===== src/rtl/digit_disp_pkg.sv =====
// ============================================================================
// digit_disp_pkg : shared types and constants for the product digit display
// Rev 1.0
// ============================================================================
`default_nettype none

package digit_disp_pkg;

  localparam int NUM_DIGITS = 5;
  localparam int WIN_DIGITS = 3;
  // One window position per possible offset of the 3-digit view.
  localparam int NUM_POS    = NUM_DIGITS - WIN_DIGITS + 1;

  typedef logic [1:0] win_sel_t;

  typedef enum logic [1:0] {
    WIN_HOLD  = 2'd0,
    WIN_CLEAR = 2'd1,
    WIN_INC   = 2'd2,
    WIN_DEC   = 2'd3
  } win_op_t;

endpackage

`default_nettype wire


===== src/rtl/btn_conditioner.sv =====
// ============================================================================
// btn_conditioner : synchroniser, debounce, press edge detect, auto-repeat
// Rev 1.0
// ============================================================================
`default_nettype none

module btn_conditioner #(
  parameter int DEB_CYCLES    = 500000,
  parameter int REPEAT_CYCLES = 0
) (
  input  logic clk,
  input  logic rst_n,
  input  logic btn_raw,
  output logic step
);

  localparam int            DW       = $clog2(DEB_CYCLES);
  localparam logic [DW-1:0] DEB_LAST = DW'(DEB_CYCLES - 1);

  logic [1:0]    sync_q, sync_d;
  logic          deb_q, deb_d;
  logic          deb_dly_q, deb_dly_d;
  logic [DW-1:0] cnt_q, cnt_d;
  logic          press;

  // The level is accepted only after DEB_CYCLES consecutive mismatching samples.
  always_comb begin
    sync_d    = {sync_q[0], btn_raw};
    deb_d     = deb_q;
    cnt_d     = '0;
    deb_dly_d = deb_q;
    if (sync_q[1] != deb_q) begin
      if (cnt_q == DEB_LAST) begin
        deb_d = sync_q[1];
      end else begin
        cnt_d = cnt_q + DW'(1);
      end
    end
  end

  always_ff @(posedge clk or negedge rst_n) begin
    if (!rst_n) begin
      sync_q    <= '0;
      deb_q     <= 1'b0;
      deb_dly_q <= 1'b0;
      cnt_q     <= '0;
    end else begin
      sync_q    <= sync_d;
      deb_q     <= deb_d;
      deb_dly_q <= deb_dly_d;
      cnt_q     <= cnt_d;
    end
  end

  assign press = deb_q & ~deb_dly_q;

  generate
    if (REPEAT_CYCLES > 0) begin : g_repeat
      localparam int            RW       = (REPEAT_CYCLES > 1) ? $clog2(REPEAT_CYCLES) : 1;
      localparam logic [RW-1:0] REP_LAST = RW'(REPEAT_CYCLES - 1);

      logic [RW-1:0] rep_q, rep_d;

      // Phase counter is zero in the press cycle, so repeats land on multiples of the period.
      always_comb begin
        rep_d = '0;
        if (deb_q && (rep_q != REP_LAST)) begin
          rep_d = rep_q + RW'(1);
        end
      end

      always_ff @(posedge clk or negedge rst_n) begin
        if (!rst_n) begin
          rep_q <= '0;
        end else begin
          rep_q <= rep_d;
        end
      end

      assign step = press | (deb_q & deb_dly_q & (rep_q == '0));
    end else begin : g_no_repeat
      assign step = press;
    end
  endgenerate

endmodule

`default_nettype wire


===== src/rtl/digit_window_ctrl.sv =====
// ============================================================================
// digit_window_ctrl : scroll buttons to saturating 3-of-5 digit window index
// Rev 1.0
// ============================================================================
`default_nettype none

module digit_window_ctrl
  import digit_disp_pkg::*;
#(
  parameter int DEB_CYCLES    = 500000,
  parameter int REPEAT_CYCLES = 0,
  parameter int NUM_POS       = digit_disp_pkg::NUM_POS
) (
  input  logic     clk,
  input  logic     R_n,
  input  logic     btn_left,
  input  logic     btn_right,
  input  logic     prod_valid,
  output win_sel_t win_sel,
  output logic     step_left,
  output logic     step_right,
  output logic     at_min,
  output logic     at_max
);

  localparam win_sel_t WIN_MAX = win_sel_t'(NUM_POS - 1);

  logic [1:0] rst_sync_q, rst_sync_d;
  logic       rst_n_int;
  logic       step_l, step_r;
  logic       pv_q, pv_d;
  logic       pv_rise;
  win_sel_t   win_q, win_d;
  win_op_t    win_op;

  // Assertion stays asynchronous; only the release is aligned to clk.
  always_comb begin
    rst_sync_d = {rst_sync_q[0], 1'b1};
  end

  always_ff @(posedge clk or negedge R_n) begin
    if (!R_n) begin
      rst_sync_q <= '0;
    end else begin
      rst_sync_q <= rst_sync_d;
    end
  end

  assign rst_n_int = rst_sync_q[1];

  btn_conditioner #(
    .DEB_CYCLES   (DEB_CYCLES),
    .REPEAT_CYCLES(REPEAT_CYCLES)
  ) u_btn_left (
    .clk    (clk),
    .rst_n  (rst_n_int),
    .btn_raw(btn_left),
    .step   (step_l)
  );

  btn_conditioner #(
    .DEB_CYCLES   (DEB_CYCLES),
    .REPEAT_CYCLES(REPEAT_CYCLES)
  ) u_btn_right (
    .clk    (clk),
    .rst_n  (rst_n_int),
    .btn_raw(btn_right),
    .step   (step_r)
  );

  assign pv_rise = prod_valid & ~pv_q;

  always_comb begin
    pv_d   = prod_valid;
    win_op = WIN_HOLD;
    if (pv_rise) begin
      win_op = WIN_CLEAR;
    end else if (step_l && step_r) begin
      win_op = WIN_HOLD;
    end else if (step_l && (win_q != WIN_MAX)) begin
      win_op = WIN_INC;
    end else if (step_r && (win_q != '0)) begin
      win_op = WIN_DEC;
    end

    win_d = win_q;
    case (win_op)
      WIN_CLEAR: win_d = '0;
      WIN_INC:   win_d = win_q + win_sel_t'(1);
      WIN_DEC:   win_d = win_q - win_sel_t'(1);
      default:   win_d = win_q;
    endcase
  end

  always_ff @(posedge clk or negedge rst_n_int) begin
    if (!rst_n_int) begin
      pv_q  <= 1'b0;
      win_q <= '0;
    end else begin
      pv_q  <= pv_d;
      win_q <= win_d;
    end
  end

  assign win_sel    = win_q;
  assign step_left  = step_l;
  assign step_right = step_r;
  assign at_min     = (win_q == '0);
  assign at_max     = (win_q == WIN_MAX);

endmodule

`default_nettype wire


===== config.mk =====
export PLATFORM = sky130hd
export DESIGN_NAME = digit_window_ctrl
export DESIGN_NICKNAME = d
export VERILOG_FILES = /design/src/rtl/digit_disp_pkg.sv /design/src/rtl/btn_conditioner.sv /design/src/rtl/digit_window_ctrl.sv
export SDC_FILE = /design/constraint.sdc
export NUM_CORES = 1
export LEC_CHECK = 0
export BUFFER_PORTS_ARGS = -buffer_cell sky130_fd_sc_hd__buf_2
export CORE_UTILIZATION = 54
export DETAILED_ROUTE_END_ITERATION = 8
export GPL_ROUTABILITY_DRIVEN = 1
export GPL_TIMING_DRIVEN = 0
export PLACE_DENSITY = 0.74
export SLEW_MARGIN = 10
export SYNTH_ARGS = -nofsm -noshare
export SYNTH_HDL_FRONTEND = slang
export SYNTH_SLANG_ARGS = --single-unit

===== constraint.sdc =====
create_clock -name clk -period 1.45 [get_ports clk]
set_input_delay 0.29 -clock clk [delete_from_list [all_inputs] [get_ports clk]]
set_output_delay 0.29 -clock clk [all_outputs]
set_load 0.1 [all_outputs]

# Word-level counts from Yosys, hierarchy flattened
# Index checks and enable logic that the tools add are counted.
# op_classes
add_sub_neg	4
n_eq_ne	9
mux	9
bitwise_logic	6
n_reduce_logical	8
# op_table
cell	n
two-way mux 19 bit	4
adder 19 x 1 -> 19 bit (second input constant)	2
equality test 19 bit (second input constant)	2
two-way mux 2 bit	4
equality test 2 bit (second input constant)	3
case mux 2 bit (3 select lines)	1
AND reduction 2 bit	2
bitwise AND 1 bit	3
logical AND 1 bit	3
NOT 1 bit	3
nonzero test 3 bit	1
adder 2 x 1 -> 2 bit (second input constant)	1
equality test 2 x 1 -> 1 bit (second input constant)	1
zero test 2 bit	1
inequality test 1 bit	2
inequality test 2 bit (second input constant)	1
nonzero test 2 bit	1
subtractor 2 x 1 -> 2 bit (second input constant)	1
# totals
register_bits	51
in_bits	5
output_inout_bits	6
elab_cells	47

# Logic depth before layout (Yosys ltp)
# logic_depth
word_depth	9
mapped_depth	6

# Cells and area by module
# A second synthesis with hierarchy kept.
# hier_totals
hier_cells	231
area_unflattened_um2	2428.6
# modules_own_cells
module	instances	cells_per_inst	area_per_inst_um2	seq_area_each_um2
btn_conditioner (u_btn_right)	1	107	1111.1	575.6
btn_conditioner (u_btn_left)	1	107	1104.8	575.6
digit_window_ctrl	1	17	212.7	125.1

# Worst setup path before layout
# OpenSTA, ideal clock, no wires.
# synth_timing
kind	reg-to-reg
from	reg win_q[1] (netlist: win_sel[1])
to	reg win_q[0] (netlist: win_sel[0])
setup_time_ps	104
arrival_time_ps	2796
path_slack_ps	-1450
path_stages_with_launch	4
path_buffers	0
path_cell_list	dfrtp_1 > nor2b_1 > nand2b_1 > a221oi_1
# synth_between
elab_chain_cells	8
word_cells_on_any_way	13
# synth_lines
item	line	text
from (decl)	digit_window_ctrl.sv:33	win_sel_t win_q, win_d;
from (signal assigned)	digit_window_ctrl.sv:101	win_q <= win_d;
nonzero test 2 bit	digit_window_ctrl.sv:82	end else if (step_r && (win_q != '0)) begin
logical AND 1 bit	digit_window_ctrl.sv:82	
two-way mux 2 bit	digit_window_ctrl.sv:82	
two-way mux 2 bit (*)	digit_window_ctrl.sv:80	end else if (step_l && (win_q != WIN_MAX)) begin
two-way mux 2 bit (*)	digit_window_ctrl.sv:78	end else if (step_l && step_r) begin
two-way mux 2 bit (*)	digit_window_ctrl.sv:76	if (pv_rise) begin
equality test 2 bit / equality test 2 x 1 -> 1 bit (equally long branches)	digit_window_ctrl.sv:87	case (win_op)
case mux 2 bit (3 select lines) / nonzero test 3 bit (equally long branches)	n/a	
# Mark *: on every way between the ends. The rest lies on a longest branch, timed or not.
# A chain may end at the register's enable or synchronous reset.

# Worst setup path after layout
# layout_timing
from	reg u_btn_right.cnt_q[1]
to	reg u_btn_right.cnt_q[2]
# layout_between
elab_chain_cells	3
word_cells_on_any_way	4
# layout_lines
item	line	text
from (decl)	btn_conditioner.sv:23	logic [DW-1:0] cnt_q, cnt_d;
from (signal assigned)	btn_conditioner.sv:51	cnt_q <= cnt_d;
adder 19 x 1 -> 19 bit / equality test 19 bit (equally long branches)	btn_conditioner.sv:36, btn_conditioner.sv:33	
two-way mux 19 bit (*)	btn_conditioner.sv:33	if (cnt_q == DEB_LAST) begin
two-way mux 19 bit (*)	btn_conditioner.sv:32	if (sync_q[1] != deb_q) begin
net u_btn_right.cnt_d[2]	btn_conditioner.sv:23	
# The timed path passes the listed nets; every way through them passes the cells marked *.

==> summary.txt <==
Clocking
  • Htree depth: 2
  • Reg clk slew, reported paths: 100 ps
  • TritonCTS clock tree: done
  • Root Driver: clkbuf_8
  • Clk sink count: 51
  • Bufs on Longest Clock Path: 2
  • Total CTS buffers: 5
  • Worst skew pair latency: about 310 ps

Floorplan
  • DIE HEIGHT: around 69 µm
  • Ports: 11
  • Area of the core: approximately 4400 µm²
  • Row Count: 24
  • Die span in x: just under 70 µm
  • Initial Utilization: 0.559
  • Die area: ~4800 µm²

Placement
  • Detailed Place HPWL: slightly below 3000 µm
  • Final RePlAce weighted congestion: between 0.9 and 1
  • Placed Cells: between 200 and 300
  • Port bufs: 10

STA
  • Setup ws final: -246 ps
  • Crit share post-route: 1.17
  • Final setup viols: 38
  • Slew Viols, Final: 0
  • Period minus WS final: 1700 ps
  • RSZ-0062 raised after global routing: true
  • Relative slew slack: 0.587
  • Number of failing hold endpoints at the final stage: 0
  • TNS Setup: -8370 ps
  • Fmax: a little under 600 MHz
  • Layout Skew: 9.29 ps
  • Worst Tran Pin Value: ~620 ps

Global route
  • First-pass GRT wire length: 9320 µm
  • Grt met2 use: 0.408
  • Met1 GRT Util: 0.305
  • Largest net degree at the start of global routing: 50
  • Global Route Usage Sum: 0.245
  • Layer with the highest usage: met2
  • Grt met3 use: 0.0526
  • Vias in the first global route: between 2,000 and 2,500
  • Antenna violations before repair: 0
  • Global route overflow: 0

Route
  • Post-route ant nets: 0
  • Final WL: about 6100 µm
  • DRC viols: 0
  • Starting DRT DRC Count: between 150 and 200
  • Vias per std cell: 5.85
  • DR vias: roughly 2,000
  • 1st-pass router iterations: 4
  • Avg WL per Cell: between 15 and 20 µm

Critical path
  • Startpoint types: register
  • WP data required: ~1700 ps
  • Arr. time, crit path: between 1500 and 2000 ps
  • R2R depth: 7
  • CP Capture Type: register
  • Critical path cell sequence: ha_2 -> nand4_1 -> buf_6 -> o41ai_4 -> buf_4 -> buf_6 -> nor2_2
  • Critical path class: reg2reg
  • Crit-path max FO: 4
  • Worst path most repeated cell: buf_6
  • Worst R2R Setup Slack: -250 ps
  • Crit path max-delay cell type: dfrtp_1
  • Crit path largest cell delay: 430 ps

Flow run
  • Max_cap viols: 0

Synthesis
  • FF+latch count, synth: 51
  • Ys Warns: 0
  • Post-synth ARST share: 1.00
  • Ys flop type: dfrtp_1
  • EDFF count, synth: 0
  • Post-Syn Area per Cell: 10.3 µm²
  • Synthesized cell area: between 2000 and 2500 µm²
  • Seq/Total Area, Yosys: 0.524
  • Number of distinct library cells after synthesis: 42
  • Cells after Synth: around 240
  • Syn_nets: ~240

Power
  • Leakage power: around 1.4 nW
  • Max IR drop VDD: 0.491 mV
  • PD cells: 740 nW/µm²
  • Total Power: ~0.0025 W

Status
  • Outcome: finished with violations
  • Failing checks: negative setup slack

Layout
  • Layout area overhead: 38.1%
  • Antenna Cells: 0
  • Final #Nets: ~310
  • Fill count: 249
  • Fin cells: approximately 350
  • Fraction of layout cells with a size suffix above 1: 0.458

Worst hold path
  • Hold path cells: 1
  • Hold Path Class: in2reg
-- cell usage in the layout, fill, tap and decap left out, types with 2 or more instances in the layout --
master      synthesis  routed
inv_1               4       3
and4_1              4       2
and2_1              4       4
dfrtp_1            51      40
o31ai_1             5       4
buf_2               2       4
xor2_1             11      11
nor4_2              0       2
a21oi_1            11       2
nand3_1            14      13
nor2_1             32      13
or3_1               4       4
xnor2_1            15      15
or2_4               0       2
a21oi_2             1       9
buf_4               0      40
buf_6               2      10
mux2_4              0       2
or4_4               1       3
clkbuf_8            0       5
nand4_1            10      10
nor2_2              0      15
nor2b_4             0       2
nand2_1            16      15
buf_12              0       5
or4_1               4       2
clkinvlp_4          0       2
o21ai_0             6       6
and4_2              1       2
nor2_4              0       4
nor3_1              5       5
nor4b_2             0       3
dfrtp_2             0      10
-- power by group --
part,internal (W),switching [W]
clock,0.000346,0.000501
combinational,0.0000770,0.0000708
sequential,0.00145,0.0000478
total,0.00187,0.000620
-- stage by stage --
stage	utilization	hold slack [ps]	setup slack (ps)	cell area, µm²
floorplan	-	-5.59	-350	2510
global placement	0.603	75.4	-472	2630
detailed placement	0.603	75.8	-491	2630
CTS	0.724	66.7	-193	3150
global route	0.772	59.9	-292	3360
finish	0.772	73.7	-246	3360
-- timing repair --
item                                   in CTS  in global routing
endpoints found under the hold margin       2                  0
pin swaps                                  13                 11
setup endpoints to repair                  44                 43
buffers inserted                           32                 12
resized for setup                          48                 38
cloned                                      2                  0
hold buffers                                1                  0
-- metal layers --
layer,vias to the layer above,part of all wire
li1,955,-
met2,56,0.52
met1,1026,0.42
met3,18,0.032
met5,-,0
met4,0,0.027
-- critical path, delay by kind of cell, from the launching register on --
kind,cells,cell delay (ps)
buffers and inverters,3,510
DFF,1,430
AOI/OAI and AO/OA,1,270
adders and majority gates,1,230
and+or+nand+nor,2,160
-- worst paths after layout --
path                                       from                    end
min in group asynchronous                   R_n          rst_sync_q[1]
max                        u_btn_right.cnt_q[1]   u_btn_right.cnt_q[2]
min                                   btn_right  u_btn_right.sync_q[0]
max in group asynchronous         rst_sync_q[1]   u_btn_right.cnt_q[5]
min reg2reg                       rst_sync_q[1]             win_sel[0]
max reg2reg                u_btn_right.cnt_q[1]   u_btn_right.cnt_q[2]
-- kinds of logic (layout without fill, tap and decap cells) --
kind of cell | after synthesis | after routing | synth area share
and+or+nand+nor | 115 | 115 | 0.253
xor gates and xnor gates | 26 | 26 | 0.0935
DFF | 51 | 51 | 0.524
buffers and inverters | 11 | 73 | 0.0241
AOI/OAI and AO/OA | 28 | 28 | 0.0797
muxes | 3 | 3 | 0.0134
adders and majority gates | 2 | 2 | 0.0103
other | 1 | 1 | 0.00154
-- layout make-up --
cell class | count | area, µm² | area share
Timing Repair Buffer | 57 | 509 | 0.151
Multi-Input combinational cell | 175 | 1350 | 0.401
Inverter | 4 | 15.0 | 0.00447
Clock buffer | 5 | 68.8 | 0.0205
Tap cell | 52 | 65.1 | 0.0194
Buffer | 4 | 38.8 | 0.0115
Sequential cell | 51 | 1290 | 0.384
Clock inverter | 3 | 23.8 | 0.00707
-- synthesized netlist by cell type, drive strengths merged, types with 2 or more instances --
cell / n / share of area
nor2b: 3 / 0.0077
nand3: 14 / 0.029
nand2: 16 / 0.025
nand4: 11 / 0.031
nand2b: 2 / 0.0051
clkbuf: 3 / 0.0046
or3: 5 / 0.013
and2: 4 / 0.010
mux2: 2 / 0.0092
inv: 4 / 0.0062
or4: 5 / 0.017
nor3: 5 / 0.010
buf: 4 / 0.013
dfrtp: 51 / 0.52
o31ai: 5 / 0.015
xnor2: 15 / 0.054
nor2: 32 / 0.049
o21ai: 7 / 0.016
ha: 2 / 0.010
xor2: 11 / 0.040
nor4: 4 / 0.010
and4: 5 / 0.018
or2: 3 / 0.0077
nor4b: 3 / 0.011
a21oi: 12 / 0.026
-- registers in the layout, summed over array words and instances, names as in the netlist, 2 cells and up --
name                flops
win_sel                 2
u_btn_left.cnt_q       19
u_btn_left.sync_q       2
u_btn_right.cnt_q      19
rst_sync_q              2
u_btn_right.sync_q      2
Power figures use the tool's default switching activity.
